`src/rtl/regfile_pkg.sv`:
```
// -----------------------------------------------------------------------------
// regfile_pkg
// Shared types and constants for the register-file writeback path.
//   XLEN_DEFAULT  : default writeback data width
//   REG_ADDR_W    : register address width (32 architectural registers)
//   STARVE_CTR_W  : width of the load/store starvation counter
//   wb_pri_e      : writeback arbiter priority state
//   wb_req_t      : one writeback request at the default data width
// -----------------------------------------------------------------------------
package regfile_pkg;

  localparam int XLEN_DEFAULT = 32;
  localparam int REG_ADDR_W   = 5;
  localparam int STARVE_CTR_W = 4;

  typedef enum logic {
    PRI_A = 1'b0,
    PRI_B = 1'b1
  } wb_pri_e;

  typedef struct packed {
    logic                    valid;
    logic [REG_ADDR_W-1:0]   rd_addr;
    logic [XLEN_DEFAULT-1:0] rd_data;
  } wb_req_t;

endpackage

```
`src/rtl/regfile_wb_starve_ctr.sv`:
```
// -----------------------------------------------------------------------------
// regfile_wb_starve_ctr
// Counts consecutive cycles the load/store source is valid but refused and
// raises a force request when the count reaches STARVE_LIMIT.
// Ports:
//   i_clk        : clock, rising edge
//   i_rst_n      : asynchronous active-low reset
//   i_b_valid    : source B has a write pending
//   i_b_ready    : source B is being accepted this cycle
//   o_force_req  : the count reaches STARVE_LIMIT at the coming edge
// -----------------------------------------------------------------------------
module regfile_wb_starve_ctr
  import regfile_pkg::*;
#(
  parameter int STARVE_LIMIT = 4
) (
  input  logic i_clk,
  input  logic i_rst_n,
  input  logic i_b_valid,
  input  logic i_b_ready,
  output logic o_force_req
);

  localparam logic [STARVE_CTR_W-1:0] LIMIT = STARVE_CTR_W'(STARVE_LIMIT);

  if (STARVE_LIMIT < 1 || STARVE_LIMIT > 15) begin : g_bad_limit
    $error("STARVE_LIMIT must be in 1..15");
  end

  logic [STARVE_CTR_W-1:0] cnt_p0;
  logic [STARVE_CTR_W-1:0] cnt_nxt;

  // A refused cycle advances the count (saturating); an accepted B write or
  // an idle B both clear it.
  always_comb begin
    cnt_nxt = '0;
    if (i_b_valid && !i_b_ready) begin
      cnt_nxt = (cnt_p0 == LIMIT) ? cnt_p0 : cnt_p0 + 1'b1;
    end
  end

  // Looking at the next value lets B take over on the cycle right after its
  // STARVE_LIMIT-th refusal rather than one cycle later.
  assign o_force_req = (cnt_nxt == LIMIT);

  // ---- stage p0: counter register ----
  always_ff @(posedge i_clk or negedge i_rst_n) begin
    if (!i_rst_n) begin
      cnt_p0 <= '0;
    end else begin
      cnt_p0 <= cnt_nxt;
    end
  end

endmodule

```
`src/rtl/regfile_wb_arbiter.sv`:
```
// -----------------------------------------------------------------------------
// regfile_wb_arbiter
// Shares the register file's single write port between the ALU/execute path
// (source A, default priority) and the load/store unit (source B). A
// starvation counter hands priority to B after STARVE_LIMIT refused cycles.
// The winning write is registered and appears on o_rd_addr/o_rd_data one
// cycle after the handshake; o_rd_addr = 0 means no write.
// Ports:
//   i_clk, i_rst_n                 : clock, asynchronous active-low reset
//   i_a_valid/o_a_ready/i_a_rd_*   : source A writeback handshake
//   i_b_valid/o_b_ready/i_b_rd_*   : source B writeback handshake
//   o_rd_addr, o_rd_data           : register file write port
//   o_b_forced                     : arbiter currently prioritises B
// Optional (macro REGFILE_WB_BYPASS_EN):
//   i_rs1_addr, i_rs2_addr         : read addresses of the register file
//   o_rsN_fwd_valid, o_rsN_fwd_data: forward the staged write to a read of
//                                    the same register in the same cycle
// -----------------------------------------------------------------------------
module regfile_wb_arbiter
  import regfile_pkg::*;
#(
  parameter int STARVE_LIMIT = 4,
  parameter int XLEN         = XLEN_DEFAULT
) (
  input  logic                  i_clk,
  input  logic                  i_rst_n,
  input  logic                  i_a_valid,
  output logic                  o_a_ready,
  input  logic [REG_ADDR_W-1:0] i_a_rd_addr,
  input  logic [XLEN-1:0]       i_a_rd_data,
  input  logic                  i_b_valid,
  output logic                  o_b_ready,
  input  logic [REG_ADDR_W-1:0] i_b_rd_addr,
  input  logic [XLEN-1:0]       i_b_rd_data,
  output logic [REG_ADDR_W-1:0] o_rd_addr,
  output logic [XLEN-1:0]       o_rd_data,
  output logic                  o_b_forced
`ifdef REGFILE_WB_BYPASS_EN
  ,
  input  logic [REG_ADDR_W-1:0] i_rs1_addr,
  input  logic [REG_ADDR_W-1:0] i_rs2_addr,
  output logic                  o_rs1_fwd_valid,
  output logic [XLEN-1:0]       o_rs1_fwd_data,
  output logic                  o_rs2_fwd_valid,
  output logic [XLEN-1:0]       o_rs2_fwd_data
`endif
);

  // Request record at the configured width (the package record is fixed
  // at the default width).
  typedef struct packed {
    logic                  valid;
    logic [REG_ADDR_W-1:0] rd_addr;
    logic [XLEN-1:0]       rd_data;
  } wb_req_w_t;

  wb_pri_e               state_p0;
  logic                  a_xfer;
  logic                  b_xfer;
  logic                  force_req;
  wb_req_w_t             win_p0;
  logic [REG_ADDR_W-1:0] rd_addr_p1;
  logic [XLEN-1:0]       rd_data_p1;

  // Readiness depends only on the state and the other source's valid, so
  // each ready is independent of its own valid.
  assign o_a_ready = !(state_p0 == PRI_B && i_b_valid);
  assign o_b_ready = (state_p0 == PRI_B) || !i_a_valid;
  assign a_xfer    = i_a_valid && o_a_ready;
  assign b_xfer    = i_b_valid && o_b_ready;

  regfile_wb_starve_ctr #(
    .STARVE_LIMIT (STARVE_LIMIT)
  ) u_starve_ctr (
    .i_clk       (i_clk),
    .i_rst_n     (i_rst_n),
    .i_b_valid   (i_b_valid),
    .i_b_ready   (o_b_ready),
    .o_force_req (force_req)
  );

  // The ready equations make a_xfer and b_xfer mutually exclusive.
  always_comb begin
    win_p0 = '0;
    if (a_xfer) begin
      win_p0 = '{valid: 1'b1, rd_addr: i_a_rd_addr, rd_data: i_a_rd_data};
    end else if (b_xfer) begin
      win_p0 = '{valid: 1'b1, rd_addr: i_b_rd_addr, rd_data: i_b_rd_data};
    end
  end

  // ---- stage p0: priority state ----
  always_ff @(posedge i_clk or negedge i_rst_n) begin
    if (!i_rst_n) begin
      state_p0 <= PRI_A;
    end else begin
      case (state_p0)
        PRI_A:   if (force_req) state_p0 <= PRI_B;
        PRI_B:   if (b_xfer || !i_b_valid) state_p0 <= PRI_A;
        default: state_p0 <= PRI_A;
      endcase
    end
  end

  assign o_b_forced = (state_p0 == PRI_B);

  // ---- stage p1: staged register-file write ----
  // Writes to x0 are accepted but turned into an idle cycle.
  always_ff @(posedge i_clk or negedge i_rst_n) begin
    if (!i_rst_n) begin
      rd_addr_p1 <= '0;
      rd_data_p1 <= '0;
    end else if (win_p0.valid && win_p0.rd_addr != '0) begin
      rd_addr_p1 <= win_p0.rd_addr;
      rd_data_p1 <= win_p0.rd_data;
    end else begin
      rd_addr_p1 <= '0;
      rd_data_p1 <= '0;
    end
  end

  assign o_rd_addr = rd_addr_p1;
  assign o_rd_data = rd_data_p1;

`ifdef REGFILE_WB_BYPASS_EN
  // Covers a read of the register being written in the same cycle.
  assign o_rs1_fwd_valid = (rd_addr_p1 != '0) && (rd_addr_p1 == i_rs1_addr);
  assign o_rs1_fwd_data  = rd_data_p1;
  assign o_rs2_fwd_valid = (rd_addr_p1 != '0) && (rd_addr_p1 == i_rs2_addr);
  assign o_rs2_fwd_data  = rd_data_p1;
`endif

endmodule

```
`config.mk`:
```
export PLATFORM = sky130hd
export DESIGN_NAME = regfile_wb_arbiter
export DESIGN_NICKNAME = d
export VERILOG_FILES = /design/src/rtl/regfile_pkg.sv /design/src/rtl/regfile_wb_starve_ctr.sv /design/src/rtl/regfile_wb_arbiter.sv
export SDC_FILE = /design/constraint.sdc
export NUM_CORES = 1
export LEC_CHECK = 0
export BUFFER_PORTS_ARGS = -buffer_cell sky130_fd_sc_hd__buf_2
export CAP_MARGIN = 20
export CORE_ASPECT_RATIO = 0.5
export CORE_UTILIZATION = 47
export DETAILED_ROUTE_END_ITERATION = 10
export GPL_ROUTABILITY_DRIVEN = 0
export PLACE_DENSITY = 0.89
export SYNTH_ARGS = -nofsm -noshare
export SYNTH_HDL_FRONTEND = slang
export SYNTH_SLANG_ARGS = --single-unit
```
`constraint.sdc`:
```
create_clock -name i_clk -period 5.2 [get_ports i_clk]
set_clock_uncertainty 0.15 [all_clocks]
set_input_delay 0.26 -clock i_clk [delete_from_list [all_inputs] [get_ports i_clk]]
set_output_delay 0.26 -clock i_clk [all_outputs]
set_load 0.02 [all_outputs]
```
==> impl_results.md <==
* Path type of the worst setup path: flip-flop to flip-flop
* Area share of xor/xnor cells in the synthesized design at 0.4375%
* Iteration-0 DRC Markers at 108
* Setup repair bufs after CTS at 0
* Share of flip-flops with an asynchronous set or reset at 100.0%
* Combinational family with the most area after synthesis: compound AO/OA/AOI/OAI gates
* Crit-path leading delay family: compound AO/OA/AOI/OAI gates
* Setup slack of the most critical reg-to-reg path at 3.03 ns
* Slew at the pin closest to its max-slew limit at 0.9802 ns
* Number of design rule violations left after detail routing at 0
* Clock-pin transition on the worst setup and hold timing paths at 0.08 ns
* Initial Util at 50.25%
* Total of buffers placed on input and output ports at 117
* Clk buf depth at 2
* Type of origin of the critical path: flip-flop
* Average size of a mapped cell at 11.78 um2
* Ratio of cells with drive above 1 in the final layout at 50.72%
* Per-cell routed wire length at 15.42 um
* Worst EP required at 5.25 ns
* PwrDens at 308.7 mW/mm2
* Cell type contributing the most total cell area after synthesis: sky130_fd_sc_hd__dfrtp_1
* Final clock period utilization by the worst path at 41.68%
* Depth of the CTS H-tree at 2
* Number of gates on the worst path with buffers counted at 4
* Cell internal pwr at 623.1 uW
* Drt total wl at 5090 um
* RR Startpoint: o_b_forced
* Area fraction in compound gates after synthesis at 33.44%
* Synthesized Nets at 250
* Capture point of the critical path: o_rd_data[18]
* Place WS at 2.780 ns
* Arrival time at the worst endpoint at 2.22 ns
* Proportion of total power due to net switching at 26.55%
* Source-to-sink clock delay at the later pin of the worst-skew pair at 0.29 ns
* CP peak stage delay at 0.81 ns
* RSZ-0062 raised after global routing: false
* Fmax achieved at 0.4614 GHz
* Number of buffers and inverters on the critical path at 1
* Number of violations of the max-capacitance limit at 0
* Leading cell types in the layout, fill and taps excluded: 117 x sky130_fd_sc_hd__buf_2, 42 x sky130_fd_sc_hd__dfrtp_1, 32 x sky130_fd_sc_hd__a32oi_1, 32 x sky130_fd_sc_hd__a41oi_1, 6 x sky130_fd_sc_hd__clkbuf_8
* Number of antenna violations at the first check in global routing at 0
* Largest fanout of any net on the critical path at 38
* Detailed Routing Iterations Pass 1 at 4
* Die width at 94.30 um
* Ant diodes at 0
* # setup viols final at 0
* Mux cell area share after synthesis at 0.5000%
* Filler cell count at 308
* Seq/Total Area, Yosys at 52.50%
* Power dissipated by switching net loads at 225.2 uW
* Cells taking the most area after synthesis: sky130_fd_sc_hd__dfrtp_1 53%, sky130_fd_sc_hd__a32oi_1 14%, sky130_fd_sc_hd__a41oi_1 14%
* Post-layout net count at 355
* Max-slew headroom at the worst pin at 34.49%
* Worst Slack Setup Final at 3.033 ns
* Count of vias placed by the detailed router at 1938
* Total clock buffers created by CTS at 5
* Fraction of the mapped netlist area in adder cells at 1.250%
* Count of antenna-violating nets left after detailed routing at 0
* Synthesis-to-layout area growth at 37.25%
* Die ar. at 0.004540 mm2
* Post-synth cell types at 26
* Total count of hold-check failures in the final report at 0
* Pin count of the biggest net entering global routing at 43
* Crit-path slowest cell: sky130_fd_sc_hd__a21boi_4
* Area share of and/or/nand/nor cells after synthesis at 5.312%
* Warnings, synthesis at 0
* GRT Total Usage at 22.13%
* Wire length of the first global-routing pass at 7334 um
* Number of clock sinks at 42
* Vias per Instance at 5.873
* Clock tree from TritonCTS: done
* Worst R2R End: o_rd_data[18]
* Sort of element at the end of the critical path: flip-flop
* I/O pin count at 118
* Power share of the clock group at 36.9%
* Cells on worst reg2reg path at 4
* Critical path, cell by cell: a21boi_4, a32oi_2, buf_4, a41oi_1
* Fin Setup TNS at 0 ns
* Number of pins with negative max-slew slack in the final report at 0
* Launching instance or port of the critical path: o_b_forced
* Vertical die dimension at 48.15 um
* Root buf cell: sky130_fd_sc_hd__clkbuf_8
* Static power due to leakage at 1.337 nW
* Most common cell after layout, fill and taps aside: sky130_fd_sc_hd__buf_2
* Synth Instances at 170
* Count of flip-flops with a built-in enable after synthesis at 0
* Cts repair resizes at 0
* Total of flip-flops plus latches after synthesis at 42
* Grt total ovfl at 0
* Synth Cell Area at 0.002002 mm2
* Hold/Removal Path Class: primary input to flip-flop
* Proportion of power drawn by combinational gates at 20.7%
* Part of the total power dissipated in sequential elements at 42.4%
* IR Drop Worst-Case VDD at 0.1201 mV
* Number of placement rows at 16
* Dominant register cell in the synthesized netlist: sky130_fd_sc_hd__dfrtp_1
* Dpl hpwl at 3531 um
* Min Clock Period, post-route at 2.167 ns
* Run status: complete, no violations
* Area inside the core boundary at 0.003984 mm2
* Vias in the first global route at 1620
* Post-synth top area share at 52.50%
[routing by layer]
layer	share of wire (%)	track usage [%]
met1	41	27.53
met5	0	0
met4	1.9	11.08
met3	5.3	4.984
met2	51	38.55
[kinds of logic after synthesis]
kind of cell / Yosys count
multiplexers: 1
adder cells (fa/ha/maj): 2
buffers and inverters: 30
XOR/XNOR: 1
flip-flops: 42
AND/OR/NAND/NOR: 19
AO/OA/AOI/OAI: 75
[flip-flops by register name, indices dropped and copies added (netlist names)]
signal               cells
o_b_forced               1
o_rd_addr                5
u_starve_ctr.cnt_p0      4
o_rd_data               32
[worst min-delay path by stage]
stage | start | endpoint | slack, ns | cells past startpoint
2_1_floorplan | i_rst_n | o_b_forced | -0.19 | 0
3_3_place_gp | i_rst_n | u_starve_ctr.cnt_p0[2] | 0.26 | 1
3_5_place_dp | i_rst_n | u_starve_ctr.cnt_p0[2] | 0.29 | 1
4_1_cts | i_a_rd_addr[0] | o_rd_addr[0] | 0.05 | 2
5_1_grt | i_a_rd_addr[0] | o_rd_addr[0] | 0.04 | 2
6_report | i_a_rd_addr[0] | o_rd_addr[0] | 0.06 | 2
[power groups by stage]
stage	clock, mW	combinational, mW	sequential (mW)
6_report	0.313	0.176	0.360
5_1_grt	0.332	0.192	0.362
4_1_cts	0.319	0.176	0.360
3_5_place_dp	0	0.176	0.366
3_3_place_gp	0	0.170	0.366
2_1_floorplan	0	0.0686	0.398
[synthesized netlist by cell type, types with 3 or more instances]
| library cell | n |
|---|---|
| sky130_fd_sc_hd__dfrtp_1 | 42 |
| sky130_fd_sc_hd__buf_2 | 12 |
| sky130_fd_sc_hd__or2_2 | 4 |
| sky130_fd_sc_hd__nand2_1 | 3 |
| sky130_fd_sc_hd__nor2_1 | 4 |
| sky130_fd_sc_hd__a32oi_1 | 33 |
| sky130_fd_sc_hd__inv_1 | 5 |
| sky130_fd_sc_hd__a41oi_1 | 32 |
| sky130_fd_sc_hd__clkbuf_1 | 8 |
| sky130_fd_sc_hd__a32oi_2 | 3 |
| sky130_fd_sc_hd__buf_1 | 3 |
| sky130_fd_sc_hd__o21ai_0 | 3 |
[per-stage QoR]
| stage | cells | hold WS (ns) | area, um2 | utilization, % | total power [mW] |
|---|---|---|---|---|---|
| after floorplan | 170 | -0.1856 | 2002 | - | 0.4670 |
| after global placement | 321 | 0.2620 | 2595 | 65.14 | 0.5366 |
| after detailed placement | 321 | 0.2911 | 2595 | 65.14 | 0.5422 |
| after CTS | 330 | 0.04720 | 2748 | 68.97 | 0.8552 |
| after global routing | 330 | 0.04479 | 2748 | 68.97 | 0.8851 |
| final | 330 | 0.05535 | 2748 | 68.97 | 0.8483 |
[area by class of cell]
class | count | area [um2] | area share (%)
clock inverter | 2 | 60.06 | 2.186
multi-input combinational | 98 | 838.3 | 30.51
inverter | 6 | 22.52 | 0.8197
tap | 54 | 67.56 | 2.459
clock buffer | 6 | 82.58 | 3.005
sequential | 42 | 1051 | 38.25
timing repair buffer | 122 | 625.6 | 22.77
[worst reg2reg max path: stages, from the launching register on]
cell and delay (ns):
sky130_fd_sc_hd__dfrtp_1 0.46, sky130_fd_sc_hd__a21boi_4 0.81, sky130_fd_sc_hd__a32oi_2 0.11, sky130_fd_sc_hd__buf_4 0.30, sky130_fd_sc_hd__a41oi_1 0.25
[repair_timing]
item / CTS / global route
hold buffers: 1 / 0
endpoints found under the hold margin: 42 / 0
setup endpoints to repair: 0 / 0
No activity file was read; power rests on OpenSTA's default activity.
